===== src/rtl/pipe_ctrl.sv =====
// rtl/pipe_ctrl.sv - pipeline stall/flush controller with saturating stall counter
// Optional stall watchdog enabled by defining STALL_WDT_EN.
module pipe_ctrl #(
  parameter logic [31:0] EXC_VECTOR   = 32'h00000020,
  parameter int          FLUSH_CYCLES = 1,
  parameter int          WDT_LIMIT    = 255
) (
  input  logic        clk,
  input  logic        rst,
  input  logic        stallreq_from_if,
  input  logic        stallreq_from_id,
  input  logic        stallreq_from_ex,
  input  logic        stallreq_from_mem,
  input  logic [31:0] excepttype_i,
  input  logic [31:0] cp0_epc_i,
  output logic [5:0]  stall,
  output logic        flush,
  output logic [31:0] new_pc,
  output logic [31:0] stall_cnt,
  output logic        wdt_fire
);

  localparam logic [31:0] EXC_ERET   = 32'h0000000e;
  localparam logic [2:0]  HOLD_LAST  = 3'(FLUSH_CYCLES - 1);
  localparam bit          MULTI_HOLD = (FLUSH_CYCLES > 1);

  typedef enum logic [1:0] {
    S_RUN   = 2'd0,
    S_STALL = 2'd1,
    S_FLUSH = 2'd2
  } state_t;

  state_t      state;
  logic [2:0]  hold_cnt;
  logic [31:0] held_pc;

  logic        req_any;
  logic [5:0]  req_stall;
  logic        exc_take;
  logic        wdt_trip;
  logic        flush_start;
  logic [31:0] entry_pc;

  assign req_any = stallreq_from_if | stallreq_from_id |
                   stallreq_from_ex | stallreq_from_mem;

  always_comb begin
    req_stall = 6'b000000;
    if (stallreq_from_mem)     req_stall = 6'b011111;
    else if (stallreq_from_ex) req_stall = 6'b001111;
    else if (stallreq_from_id) req_stall = 6'b000111;
    else if (stallreq_from_if) req_stall = 6'b000011;
  end

  // Exceptions arriving while already flushing are dropped: MEM is being cleared anyway.
  assign exc_take = !rst && (state != S_FLUSH) && (excepttype_i != 32'h0);

`ifdef STALL_WDT_EN
  logic [15:0] wdt_cnt;

  assign wdt_trip = !rst && (state != S_FLUSH) && !exc_take && req_any &&
                    (wdt_cnt == 16'(WDT_LIMIT - 1));

  always_ff @(posedge clk) begin
    if (rst || flush || (stall == 6'b000000)) begin
      wdt_cnt <= 16'h0000;
    end else begin
      wdt_cnt <= wdt_cnt + 16'h0001;
    end
  end
`else
  assign wdt_trip = 1'b0;
`endif

  assign flush_start = exc_take | wdt_trip;
  assign flush       = !rst && ((state == S_FLUSH) || flush_start);
  assign stall       = (rst || flush) ? 6'b000000 : req_stall;
  assign wdt_fire    = wdt_trip;

  always_comb begin
    entry_pc = EXC_VECTOR;
    if (!wdt_trip) begin
      case (excepttype_i)
        EXC_ERET:     entry_pc = cp0_epc_i;
        32'h00000001,
        32'h00000008,
        32'h0000000a,
        32'h0000000c,
        32'h0000000d: entry_pc = EXC_VECTOR;
        default:      entry_pc = EXC_VECTOR;
      endcase
    end
  end

  always_comb begin
    new_pc = 32'h0;
    if (!rst) begin
      if (state == S_FLUSH)  new_pc = held_pc;
      else if (flush_start)  new_pc = entry_pc;
    end
  end

  // hold_cnt counts flush cycles already spent, the entry cycle included.
  always_ff @(posedge clk) begin
    if (rst) begin
      state     <= S_RUN;
      hold_cnt  <= 3'd0;
      held_pc   <= 32'h0;
      stall_cnt <= 32'h0;
    end else begin
      if ((stall != 6'b000000) && (stall_cnt != 32'hFFFFFFFF)) begin
        stall_cnt <= stall_cnt + 32'h1;
      end
      case (state)
        S_RUN, S_STALL: begin
          if (flush_start) begin
            held_pc  <= entry_pc;
            hold_cnt <= 3'd1;
            state    <= MULTI_HOLD ? S_FLUSH : S_RUN;
          end else begin
            hold_cnt <= 3'd0;
            state    <= req_any ? S_STALL : S_RUN;
          end
        end
        S_FLUSH: begin
          if (hold_cnt >= HOLD_LAST) begin
            hold_cnt <= 3'd0;
            state    <= S_RUN;
          end else begin
            hold_cnt <= hold_cnt + 3'd1;
          end
        end
        default: begin
          hold_cnt <= 3'd0;
          state    <= S_RUN;
        end
      endcase
    end
  end

endmodule


===== config.mk =====
export PLATFORM = sky130hd
export DESIGN_NAME = pipe_ctrl
export DESIGN_NICKNAME = d
export VERILOG_FILES = /design/src/rtl/pipe_ctrl.sv
export SDC_FILE = /design/constraint.sdc
export NUM_CORES = 1
export LEC_CHECK = 0
export ABC_AREA = 1
export CAP_MARGIN = 25
export CORE_ASPECT_RATIO = 0.8
export CORE_UTILIZATION = 35
export CTS_CLUSTER_SIZE = 28
export DETAILED_ROUTE_END_ITERATION = 8
export PLACE_DENSITY = 0.78
export SYNTH_ARGS = -nofsm -noshare
export SYNTH_HDL_FRONTEND = slang
export SYNTH_SLANG_ARGS = --single-unit
export TNS_END_PERCENT = 20

===== constraint.sdc =====
create_clock -name clk -period 1.9 [get_ports clk]
set_clock_uncertainty 0.2 [all_clocks]
set_input_delay 0.38 -clock clk [delete_from_list [all_inputs] [get_ports clk]]
set_output_delay 0.38 -clock clk [all_outputs]
set_load 0.005 [all_outputs]

======== Word level (Yosys, flattened, before mapping) ========
Cells that the tools add are included.
word-level totals
  flip-flop bits (word level) ............. 69
  input port bits ......................... 70
  output and inout port bits .............. 72
  word-level logic and storage cells ...... 44
cells by class
  add/sub/neg operators ................... 2
  order comparisons ....................... 1
  equal/unequal tests ..................... 6
  muxes and demuxes ....................... 16
  bitwise operators ....................... 3
  reduce and logical (&&, ||, !) cells .... 12
operators with widths
  operator               count
  $mux 32                4
  $add 32x1->32 const B  1
  $eq 32x4->1 const B    1
  $ne 32x32->1 const B   1
  $reduce_bool 32->1     1
  $mux 6                 3
  $mux 3                 2
  $pmux 3 s2             1
  $reduce_bool 6->1      1
  $logic_and 1x1->1      4
  $mux 2                 2
  $pmux 2 s2             1
  $add 3x1->3 const B    1
  $ge 3x1->1 const B     1
  $mux 1                 3
  $or 1x1->1             3
  $eq 2x1->1 const B     1
  $eq 2x2->1 const B     1
  $logic_not 2->1        1
  $logic_or 1x1->1       2
  $ne 2x1->1 const B     1
  $ne 2x2->1 const B     1
  $reduce_and 2->1       1
  $reduce_or 2->1        1
  $logic_not 1->1        1

======== Longest topological paths before layout ========
  depth after elaboration ................. 9
  gate-level depth with buffers ........... 11
  depth with buffers taken out ............ 10

======== Worst setup path after synthesis ========
OpenSTA, ideal clock, no wires.
  path type ............................... input to output
  from .................................... input port excepttype_i[15]
  to ...................................... output port new_pc[0]
  arrival time ............................ 1.289 ns
  data required time ...................... 1.320 ns
  slack ................................... 0.031 ns
  stages .................................. 8
  path buffers ............................ 1
  path through ............................ nor2_1 > nand2_1 > nor4_1 > nand2_1 > inv_1 > buf_2 > nand2_1 > nor2_1
between the ends
  longest elaborated chain between the ends .. 5
  elaborated cells between the ends (all ways) .. 7
  classes of those cells .................. 1 x eq/ne; 4 x mux; 2 x reduce/logical
ends and longest elaborated chain
  item                                                      line    source
  from (decl)                                               14      input logic [31:0] excepttype_i,
  $eq 32x4->1 / $reduce_bool 32->1 (equally long branches)  83, 56
  $mux 32 / $logic_and 1x1->1 (equally long branches)       83, 56
  $mux 32 *                                                 99      else if (flush_start) new_pc = entry_pc;
  $mux 32 *                                                 98      if (state == S_FLUSH) new_pc = held_pc;
  $mux 32 *                                                 97      if (!rst) begin
  to (decl)                                                 18      output logic [31:0] new_pc,
Every way passes the cells marked *; elsewhere a longest branch is shown, timed or not.

======== Worst setup path in the final report ========
  from .................................... input port excepttype_i[8]
  to ...................................... output port new_pc[22]
Same word-level chain as after synthesis.

==> results.toml <==
[sta]
min_period_over_period = 1.25
grt_setup_unrepaired = "yes"
timing.fmax_mhz = 421
setup_viol_count_final = 69
min_cycle_time_layout_ps = 2370
drv_slew = 0
final-hold-violation-count = 0
hold_ws_ps = 304
post-route-worst-setup-slack_ps = -475

[final_layout]
layout.filler_cells = 600
final_layout_size_suffix_gt1_frac = 0.361
area.growth.synth_to_final_pct = 86.9
largest_register_ffs = 32
nNetsFinal = 699
largestRegisters = "stall_cnt x32"
stdcell_area_mm2 = 0.00465
registers.top_by_ff_count = "stall_cnt"
finish.cell_count_without_fillers = 715
antennaDiodeCount = 0

[placed_design]
buffer_ports.inserted = 139
gp_congestion = 0.914
post_dp_cell_area_mm2 = 0.00423
placedCellCount = 691
hpwl_mm = 7.19

[floorplan]
initial_utilization = 0.361
die_h_um = 77.4
floorplan.die.width_um = 96.3
design.core.area_mm2 = 0.00689
die_area_mm2 = 0.00745
ioPinCount = 142
num_rows = 27

[setup_path]
element_type_at_the_critical_path_start = "input port"
crit_required_ps = 1320
critPathKind = "input port to primary output"
critPathArrivalTime_ps = 1790
crit_path_max_fanout = 8
end_kind = "primary output"

[clock_tree]
cts_made_buffers = 5
insertion_delay_ps = 300
clk_path_buf_depth = 2
cts_htree_levels = 2
worst_setup_hold_path_clk_slew_ps = 70
hold_buffers_post_cts = 0
numClockSinks = 32
cts_root_buf = "clkbuf_8"
tritoncts = "built"

[logic_synthesis]
synthSimpleGateAreaFrac = 0.511
ys_ff_latch = 32
netlist.top_cell.by_area = "nand2_1"
synth_sequential_area_ratio = 0.258
post_synth_mux_area_share = 0
post_synth_main_area_contributors = "nand2_1 (28%), dfxtp_1 (26%), nor2_1 (16%)"
mappedNetlistArea_mm2 = 0.00249
yosys.area.top_type_share = 0.276
synthesis.area_per_instance_um2 = 5.61
synth_flop_type = "dfxtp_1"
yosys.area_share.adder = 0.00503
synth.yosys.warnings = 0
number_of_flops_mapped_to_enable_cells_by_yosys = 0
synth_top_family_by_area = "simple AND/OR/NAND/NOR gates"
synth.most_common_cell = "nand2_1"
async_set_or_reset_flop_fraction_in_the_synthesized_netlist = 0
synthesized_area_fraction_occupied_by_ao_oa_aoi_and_oai_cells = 0.0679
post_synth_xor_area_fraction = 0.0880
post_synth_num_cell_types = 26
synthCells = 443
synth_commonest_cells = "nand2_1 (183), nor2_1 (108), dfxtp_1 (32), a21oi_1 (30), inv_1 (16)"

[global_route]
via_count_of_the_first_global_routing_pass = 3463
pin_count_of_the_biggest_net_entering_global_routing = 32
antenna_found_initial = 0
overflow = 0
total_grt_usage = 0.290
grt_pass1_wl_mm = 16.6

[routing]
detailed_route_iter0_violations = 290
drc = 0
ant_nets = 0
drt-total-wl_mm = 10.9
vias_after_detailed_routing = 3551
avgViaCountPerCell = 4.97
dr.pass1.iters = 5
detail_route.wl_per_cell_um = 15.2

[power_and_ir_drop]
leakage_nw = 1.87
max-vdd-ir-drop_uv = 281
power_per_cell_area_mw_per_mm2 = 326

[outcome]
outcome = "complete, but fails checks"
failing_checks = "negative setup slack"

[min_path]
timing.hold.worst.class = "register to register"

[run]
drv_cap = 0
==> metrics by stage <==
step           setup slack (ps)  utilization  power (mW)  TNS, ps
3_3_place_gp              -1040        0.614       0.887   -53010
6_report                   -475        0.674        1.51   -16410
5_1_grt                    -546        0.674        1.56   -21630
2_1_floorplan              31.4            -       0.724        0
3_5_place_dp              -1050        0.614       0.888   -55960
4_1_cts                    -400        0.647        1.49   -12940
==> cell type report <==
class	instances	area (µm²)	area share
clock buffer	7	96.3	0.0207
inverter	17	71.3	0.0153
multi-input combinational	377	1960	0.422
sequential	32	653	0.141
tap	87	109	0.0234
timing repair buffer	195	1760	0.378
==> routing by layer <==
layer	up-vias	wire, µm	GRT usage
met5	-	0	0
met4	0	297	0.116
met3	35	905	0.0627
met2	182	5070	0.467
met1	1607	4600	0.371
li1	1727	-	-
==> repair_timing <==
item                       CTS  global route
pin swaps                   37            24
resized for setup          291            84
setup endpoints to repair   71            81
setup buffers               12             2
cloned                       5             0
==> kinds of logic (layout without fill, tap and decap cells) <==
kind of cell | after synthesis | count (layout)
flops | 32 | 32
simple gates | 316 | 316
fa+ha+maj | 1 | 1
compound gates | 33 | 33
buf+inv | 35 | 219
xor+xnor | 25 | 25
other cells | 1 | 2
==> worst max-delay path: stages <==
cell and delay, ps:
buf_6 90, nor2_1 110, nand2_2 100, nor4_4 290, nand2_2 100, buf_6 140
inv_8 50, buf_6 120, buf_16 140, nand2_1 50, nor2_1 90, buf_2 120
==> layout by cell type (no fill, tap or decap), types with 2 or more instances in the layout <==
master	instances
a21oi_1	14
a21oi_2	17
buf_12	6
buf_16	4
buf_2	50
buf_4	37
buf_6	21
clkbuf_2	3
clkbuf_8	7
clkdlybuf4s15_1	2
clkdlybuf4s15_2	3
clkdlybuf4s50_1	67
conb_1	2
dfxtp_1	22
dfxtp_2	10
dlymetal6s2s_1	2
inv_1	11
inv_2	5
nand2_1	164
nand2_2	15
nand2_4	6
nand3_1	4
nand3_2	3
nand3b_1	3
nand4_1	2
nor2_1	79
nor2_2	25
nor2_4	9
nor3_1	2
nor3_2	2
xnor2_1	13
xor2_1	12
==> final timing paths <==
path	start	endpoint	slack (ps)	depth (start not counted)
worst min-delay path	stall_cnt[26]	stall_cnt[26]	300	2
worst max register to register	stall_cnt[20]	stall_cnt[14]	-20	9
worst max-delay path	excepttype_i[8]	new_pc[22]	-470	12
worst min register to register	stall_cnt[26]	stall_cnt[26]	300	2
==> where the power goes <==
group / switching, mW / internal (mW) / total (mW)
registers: 0.00000000000560 / 0.670 / 0.670
clock network: 0.266 / 0.323 / 0.589
logic: 0.0982 / 0.157 / 0.255
total: 0.364 / 1.15 / 1.51
(Power assumes the default switching activity.)
